### src/rtl/sb_pkg.sv
// Sideband framing constants, transmit FSM encoding and the CRC-16 byte update.
package sb_pkg;

  localparam logic [7:0]  DLE      = 8'hFE;
  localparam logic [7:0]  STX_CMD  = 8'h05;
  localparam logic [7:0]  STX_RSP  = 8'h04;
  localparam logic [7:0]  ETX      = 8'h40;
  localparam logic [15:0] CRC_POLY = 16'h8005;
  localparam logic [15:0] CRC_INIT = 16'hFFFF;
  localparam int          MAX_LEN  = 64;

  typedef enum logic [3:0] {
    IDLE,
    DLE_H,
    STX,
    PAYLOAD,
    STUFF,
    CRC_L,
    CRC_H,
    DLE_T,
    ETX_S
  } sb_tx_state_t;

  // Which byte a stuffed DLE follows, so STUFF knows where to resume.
  typedef enum logic [1:0] {
    SRC_PAY,
    SRC_CRCL,
    SRC_CRCH
  } sb_stuff_src_t;

  // MSB-first CRC-16 over one byte, no reflection, no final XOR.
  function automatic logic [15:0] crc16_byte(input logic [15:0] crc, input logic [7:0] data);
    logic [15:0] c;
    c = crc ^ {data, 8'h00};
    for (int i = 0; i < 8; i++) begin
      c = c[15] ? ((c << 1) ^ CRC_POLY) : (c << 1);
    end
    return c;
  endfunction

endpackage

### src/rtl/sb_uart_byte_tx.sv
// UART byte serializer (start, d[0]..d[7], stop); start bit appears the cycle after load.
// A load in the stop-bit cycle chains symbols with no gap; when idle the line sits at 1.
module sb_uart_byte_tx (
  input  logic       clk,
  input  logic       rst,
  input  logic       load,
  input  logic [7:0] data,
  output logic       busy,
  output logic       bit_last,
  output logic       sbtx
);

  logic       busy_q, busy_d;
  logic [3:0] cnt_q, cnt_d;
  logic [9:0] sh_q, sh_d;

  always_comb begin
    busy_d = busy_q;
    cnt_d  = cnt_q;
    sh_d   = sh_q;
    if (load) begin
      busy_d = 1'b1;
      cnt_d  = 4'd0;
      sh_d   = {1'b1, data, 1'b0};
    end else if (busy_q) begin
      sh_d = {1'b1, sh_q[9:1]};
      if (cnt_q == 4'd9) begin
        busy_d = 1'b0;
      end else begin
        cnt_d = cnt_q + 4'd1;
      end
    end
  end

  always_ff @(posedge clk) begin
    if (rst) begin
      busy_q <= 1'b0;
      cnt_q  <= 4'd0;
      sh_q   <= '1;
    end else begin
      busy_q <= busy_d;
      cnt_q  <= cnt_d;
      sh_q   <= sh_d;
    end
  end

  assign busy     = busy_q;
  assign bit_last = busy_q && (cnt_q == 4'd9);
  assign sbtx     = sh_q[0] | ~busy_q;

endmodule

### src/rtl/sb_tx_framer.sv
// Sideband TX framer: DLE/STX, stuffed payload, CRC-16, DLE/ETX as UART symbols; DLE start bit 1 cycle after accept.
// Next payload byte is requested in each symbol's stop-bit cycle; if absent the line idles high and s_ready holds.
module sb_tx_framer
  import sb_pkg::*;
(
  input  logic       sb_clk,
  input  logic       rst,
  input  logic       enable,
  input  logic       rsp_type,
  input  logic       s_valid,
  input  logic [7:0] s_data,
  input  logic       s_last,
  output logic       s_ready,
  output logic       sbtx,
  output logic       busy,
  output logic       frame_done,
  output logic       len_err
);

  localparam logic [6:0] LEN_MAX = 7'(MAX_LEN);

  sb_tx_state_t  state_q, state_d;
  sb_stuff_src_t src_q, src_d;
  logic [7:0]    hold_q, hold_d;
  logic          last_q, last_d;
  logic          rsp_q, rsp_d;
  logic [15:0]   crc_q, crc_d;
  logic [6:0]    cnt_q, cnt_d;

  logic       tx_ld;
  logic [7:0] tx_dat;
  logic       tx_busy;
  logic       tx_last;
  logic       next_byte;
  logic [7:0] stx_byte;

  assign stx_byte = rsp_q ? STX_RSP : STX_CMD;

  always_comb begin
    state_d    = state_q;
    src_d      = src_q;
    hold_d     = hold_q;
    last_d     = last_q;
    rsp_d      = rsp_q;
    crc_d      = crc_q;
    cnt_d      = cnt_q;
    tx_ld      = 1'b0;
    tx_dat     = DLE;
    next_byte  = 1'b0;
    s_ready    = 1'b0;
    frame_done = 1'b0;
    len_err    = 1'b0;

    case (state_q)
      IDLE: begin
        s_ready = enable;
        if (enable && s_valid) begin
          hold_d  = s_data;
          last_d  = s_last;
          rsp_d   = rsp_type;
          crc_d   = CRC_INIT;
          cnt_d   = 7'd1;
          tx_ld   = 1'b1;
          tx_dat  = DLE;
          state_d = DLE_H;
        end
      end
      DLE_H: if (tx_last) begin
        tx_ld   = 1'b1;
        tx_dat  = stx_byte;
        crc_d   = crc16_byte(crc_q, stx_byte);
        state_d = STX;
      end
      STX: if (tx_last) begin
        tx_ld   = 1'b1;
        tx_dat  = hold_q;
        crc_d   = crc16_byte(crc_q, hold_q);
        state_d = PAYLOAD;
      end
      PAYLOAD: begin
        // An idle serializer while in PAYLOAD means we are stalled on upstream.
        if (tx_last && hold_q == DLE) begin
          tx_ld   = 1'b1;
          tx_dat  = DLE;
          src_d   = SRC_PAY;
          state_d = STUFF;
        end else if (tx_last || !tx_busy) begin
          next_byte = 1'b1;
        end
      end
      STUFF: if (tx_last) begin
        case (src_q)
          SRC_PAY: next_byte = 1'b1;
          SRC_CRCL: begin
            tx_ld   = 1'b1;
            tx_dat  = crc_q[15:8];
            state_d = CRC_H;
          end
          default: begin
            tx_ld   = 1'b1;
            tx_dat  = DLE;
            state_d = DLE_T;
          end
        endcase
      end
      CRC_L: if (tx_last) begin
        tx_ld = 1'b1;
        if (crc_q[7:0] == DLE) begin
          tx_dat  = DLE;
          src_d   = SRC_CRCL;
          state_d = STUFF;
        end else begin
          tx_dat  = crc_q[15:8];
          state_d = CRC_H;
        end
      end
      CRC_H: if (tx_last) begin
        tx_ld  = 1'b1;
        tx_dat = DLE;
        if (crc_q[15:8] == DLE) begin
          src_d   = SRC_CRCH;
          state_d = STUFF;
        end else begin
          state_d = DLE_T;
        end
      end
      DLE_T: if (tx_last) begin
        tx_ld   = 1'b1;
        tx_dat  = ETX;
        state_d = ETX_S;
      end
      ETX_S: if (tx_last) begin
        frame_done = 1'b1;
        state_d    = IDLE;
      end
      default: state_d = IDLE;
    endcase

    if (next_byte) begin
      if (last_q || cnt_q == LEN_MAX) begin
        len_err = !last_q;
        tx_ld   = 1'b1;
        tx_dat  = crc_q[7:0];
        state_d = CRC_L;
      end else begin
        s_ready = 1'b1;
        state_d = PAYLOAD;
        if (s_valid) begin
          hold_d = s_data;
          last_d = s_last;
          cnt_d  = (cnt_q == LEN_MAX) ? cnt_q : cnt_q + 7'd1;
          crc_d  = crc16_byte(crc_q, s_data);
          tx_ld  = 1'b1;
          tx_dat = s_data;
        end
      end
    end
  end

  always_ff @(posedge sb_clk) begin
    if (rst) begin
      state_q <= IDLE;
      src_q   <= SRC_PAY;
      hold_q  <= 8'h00;
      last_q  <= 1'b0;
      rsp_q   <= 1'b0;
      crc_q   <= CRC_INIT;
      cnt_q   <= 7'd0;
    end else begin
      state_q <= state_d;
      src_q   <= src_d;
      hold_q  <= hold_d;
      last_q  <= last_d;
      rsp_q   <= rsp_d;
      crc_q   <= crc_d;
      cnt_q   <= cnt_d;
    end
  end

  sb_uart_byte_tx u_uart (
    .clk      (sb_clk),
    .rst      (rst),
    .load     (tx_ld),
    .data     (tx_dat),
    .busy     (tx_busy),
    .bit_last (tx_last),
    .sbtx     (sbtx)
  );

  assign busy = (state_q != IDLE);

endmodule
### config.mk
export PLATFORM = sky130hd
export DESIGN_NAME = sb_tx_framer
export DESIGN_NICKNAME = d
export VERILOG_FILES = /design/src/rtl/sb_pkg.sv /design/src/rtl/sb_uart_byte_tx.sv /design/src/rtl/sb_tx_framer.sv
export SDC_FILE = /design/constraint.sdc
export NUM_CORES = 1
export LEC_CHECK = 0
export ABC_AREA = 1
export CAP_MARGIN = 40
export CORE_MARGIN = 4
export CORE_UTILIZATION = 35
export DETAILED_ROUTE_END_ITERATION = 7
export PLACE_DENSITY = 0.53
export SLEW_MARGIN = 10
export SYNTH_ARGS = -nofsm -noshare
export SYNTH_HDL_FRONTEND = slang
export SYNTH_HIERARCHICAL = 1
export SYNTH_SLANG_ARGS = --single-unit
### constraint.sdc
create_clock -name sb_clk -period 6.2 [get_ports sb_clk]
set_clock_uncertainty 0.15 [all_clocks]
set_input_delay 0.93 -clock sb_clk [delete_from_list [all_inputs] [get_ports sb_clk]]
set_output_delay 0.93 -clock sb_clk [all_outputs]
set_load 0.05 [all_outputs]
==> flow_summary.toml <==
[critical_path]
cp_top_family = "buffers and inverters"
rr_worst_depth = 12
critical_path_peak_fanout = 25
rr_endpoint = "u_uart/sh_q[5]$_SDFFE_PP1P_"
criticalPathCategory = "flip-flop to output pin"
slowest_delay_ns = 0.80
cp_slowest_cell = "clkdlybuf4s50_1"
ff2ff_setup_slack_ns = 2.88
worstPathCellList = "inv_1 > nor2_1 > buf_4 > nand2_1 > o21ai_0 > nand2_1 > nand2_2 > inv_2 > nor2_8 > inv_2 > nand2_2 > clkdlybuf4s50_1"
timing.critical_path.required_ns = 5.12
sort_of_element_at_the_end_of_the_critical_path = "output pin"
cp-start-kind = "flip-flop"
crit_buf_inv = 5
rr_startpoint = "u_uart/busy$_SDFF_PP0_"
data_arrival_time_at_the_worst_slack_endpoint_ns = 3.20

[finish]
num-nets-final = 650
antennaDiodeCount = 0
stdcell_area_um2 = 4446
fillers = 1196
flow.area_growth_from_synthesis_pct = 9.390
post_route_cells_drive_above_1_share_pct = 7.472

[power]
p_leak_nw = 1.862
powerDensity_nw_per_um2 = 409.5
vdd_ir_drop_max_v = 0.0001579

[placement]
detailed_place.area_um2 = 4299
finalWeightedCongestion = 0.9444
post-dp-hpwl_mm = 9.725
numPortBuffers = 18

[worst_hold_path]
min-delay-path-class = "flip-flop to flip-flop"
hold_path_startpoint = "last_q$_SDFF_PP0_"
hold_path_end = "last_q$_SDFF_PP0_"
min_delay_path_depth = 2

[floorplanning]
core_region_area_um2 = 11370
start_util_pct = 35.74
chipHeight_um = 115.8
rows = 39
die_area_um2 = 13400
ioPinCount = 19
die_x_um = 115.8

[timing]
finalSetupViolations = 0
final_period_minus_worst_setup_slack_ns = 4.278
final-hold-violation-count = 0
unrepaired_setup_endpoints_after_global_routing = "false"
final-max-slew-violation-count = 0
totalNegativeSetupSlack_ns = 0
slew-limit-headroom_pct = 48.77
fmax_mhz = 233.8
min_period_over_period_pct = 69.00
worst-slew-pin-transition_ns = 0.7633

[clocking]
cts-resized-gates = 0
cts_max_level = 2
cts_buffers = 5
postCtsSetupRepairBufs = 0
clk_latency_ns = 0.31
clk_pin_slew_worst_paths_ns = 0.07
clock-sinks = 53
post_cts_hold_buffer_count = 0
tritoncts = "done"
cts-root-buf = "clkbuf_16"
clk_path_buf_depth = 2

[routing]
drtPass1Iterations = 5
routed-via-count = 4224
drt-wirelength-per-cell_um = 16.81
finalWirelength_mm = 12.98
drt_drc_violations_left = 0
ant_nets = 0
drt_iter0_markers = 474
viasPerCell = 5.472

[yosys]
seq_area_frac_synth_pct = 26.11
synthesis.area_um2 = 4064
synthesis.instances = 624
synth.yosys.warnings = 6
synth_cell_type_count = 49
postSynthAreaPerCell_um2 = 6.513
post_synthesis_sequential_element_count = 53
syn-num-nets = 645

[job]
timing.max_cap.violations = 0

[grt]
track_usage_pct = 19.98
grt_first_pass_wirelength_mm = 20.92
number_of_antenna_violations_at_the_first_check_in_global_routing = 0
grt_remaining_overflow = 0
grt_max_degree = 31
grt_pass1_vias = 3928

[run_status]
run_status = "complete, no violations"
## metrics by stage
step / hold WS [ns] / worst slack (ns) / power [mW] / utilization (%) / std cells
final: 0.3251 / 1.922 / 1.820 / 39.10 / 772
after CTS: 0.3253 / 1.921 / 1.809 / 39.10 / 772
after global placement: 0.3047 / 2.160 / 1.499 / 37.68 / 763
after detailed placement: 0.3090 / 2.260 / 1.514 / 37.81 / 765
after global routing: 0.3429 / 1.715 / 1.954 / 39.10 / 772
after floorplan: 0.2745 / 2.977 / 1.253 / - / 624
## cells in the final DEF, fill, tap and decap left out, types with 6 or more instances in the layout
master / n
nand2_1: 154
o21ai_1: 6
inv_2: 11
nor2_1: 45
ha_1: 7
xor2_1: 12
a21oi_1: 44
inv_1: 58
nand3_1: 59
o21ai_0: 46
xnor2_1: 18
o211ai_1: 19
dfxtp_1: 53
clkdlybuf4s50_1: 18
a31oi_1: 8
## layout make-up
type / instances / area [um^2] / share of cell area (%)
timing repair buffer: 23 / 217.7 / 4.897
sequential: 53 / 1061 / 23.87
inverter: 71 / 269.0 / 6.051
clock buffer: 6 / 138.9 / 3.124
multi-input combinational: 475 / 2572 / 57.87
tap: 143 / 178.9 / 4.025
clock inverter: 1 / 7.507 / 0.1689
## report_power, final
group,internal (mW),switching (mW),total [mW],leakage (nW)
sequential,0.409,0.0909,0.499,0.433
combinational,0.357,0.671,1.03,1.36
clock,0.159,0.133,0.292,0.0690
total,0.925,0.895,1.82,1.86
## worst max path at each step
stage | startpoint | endpoint | slack, ns | depth (start not counted)
floorplan | u_uart/cnt_q[0]$_SDFFE_PP0P_ | frame_done | 2.98 | 9
global placement | s_valid | u_uart/sh_q[8]$_SDFFE_PP1P_ | 2.16 | 8
detailed placement | u_uart/busy$_SDFF_PP0_ | s_ready | 2.26 | 12
CTS | u_uart/busy$_SDFF_PP0_ | s_ready | 1.92 | 12
global route | u_uart/busy$_SDFF_PP0_ | s_ready | 1.71 | 12
finish | u_uart/busy$_SDFF_PP0_ | s_ready | 1.92 | 12
## cells by family after synthesis
| kind of cell | after synthesis | share of synthesized area [%] |
|---|---|---|
| DFF | 53 | 26.11 |
| adders and majority gates | 7 | 2.155 |
| xor gates and xnor gates | 34 | 8.067 |
| and+or+nand+nor | 288 | 31.47 |
| AOI/OAI and AO/OA | 146 | 21.61 |
| buffers and inverters | 96 | 10.59 |
## synthesized netlist by cell type (all sizes together)
| master | instances | share of area [%] |
|---|---|---|
| nor2 | 54 | 6.5 |
| a22oi | 2 | 0.37 |
| nand4 | 5 | 0.77 |
| nor3 | 6 | 0.86 |
| a41oi | 1 | 0.22 |
| nand2 | 158 | 15 |
| o21ai | 52 | 6.4 |
| a21oi | 45 | 5.6 |
| a31oi | 8 | 1.2 |
| o41ai | 1 | 0.22 |
| ha | 7 | 2.2 |
| dfxtp | 53 | 26 |
| nor4b | 1 | 0.37 |
| o2111ai | 2 | 0.43 |
| nand3 | 59 | 7.3 |
| inv | 70 | 6.5 |
| a211oi | 4 | 0.86 |
| clkbuf | 10 | 0.92 |
| o22ai | 5 | 0.77 |
| xnor2 | 21 | 5.1 |
| a2111oi | 2 | 0.92 |
| buf | 15 | 3.0 |
| or2 | 2 | 0.31 |
| nor4 | 3 | 0.46 |
| o211ai | 19 | 3.5 |
| clkinv | 1 | 0.092 |
| xor2 | 13 | 3.0 |
| o21bai | 1 | 0.18 |
| a221oi | 2 | 0.43 |
| a311oi | 1 | 0.22 |
| o221ai | 1 | 0.22 |
## tightest hold or removal path: stages (launching register included)
cell,delay (ns)
dfxtp_1,0.31
inv_1,0.06
a21oi_1,0.06
## layer usage
layer | track usage, % | part of all wire (%) | vias up | wire length [um]
li1 | - | - | 2098 | -
met1 | 27.21 | 45 | 1965 | 5782
met2 | 33.22 | 47 | 141 | 6105
met3 | 2.507 | 6.2 | 20 | 807
met4 | 5.955 | 2.2 | 0 | 285
met5 | 0 | 0 | - | 0
(Power assumes the default switching activity.)
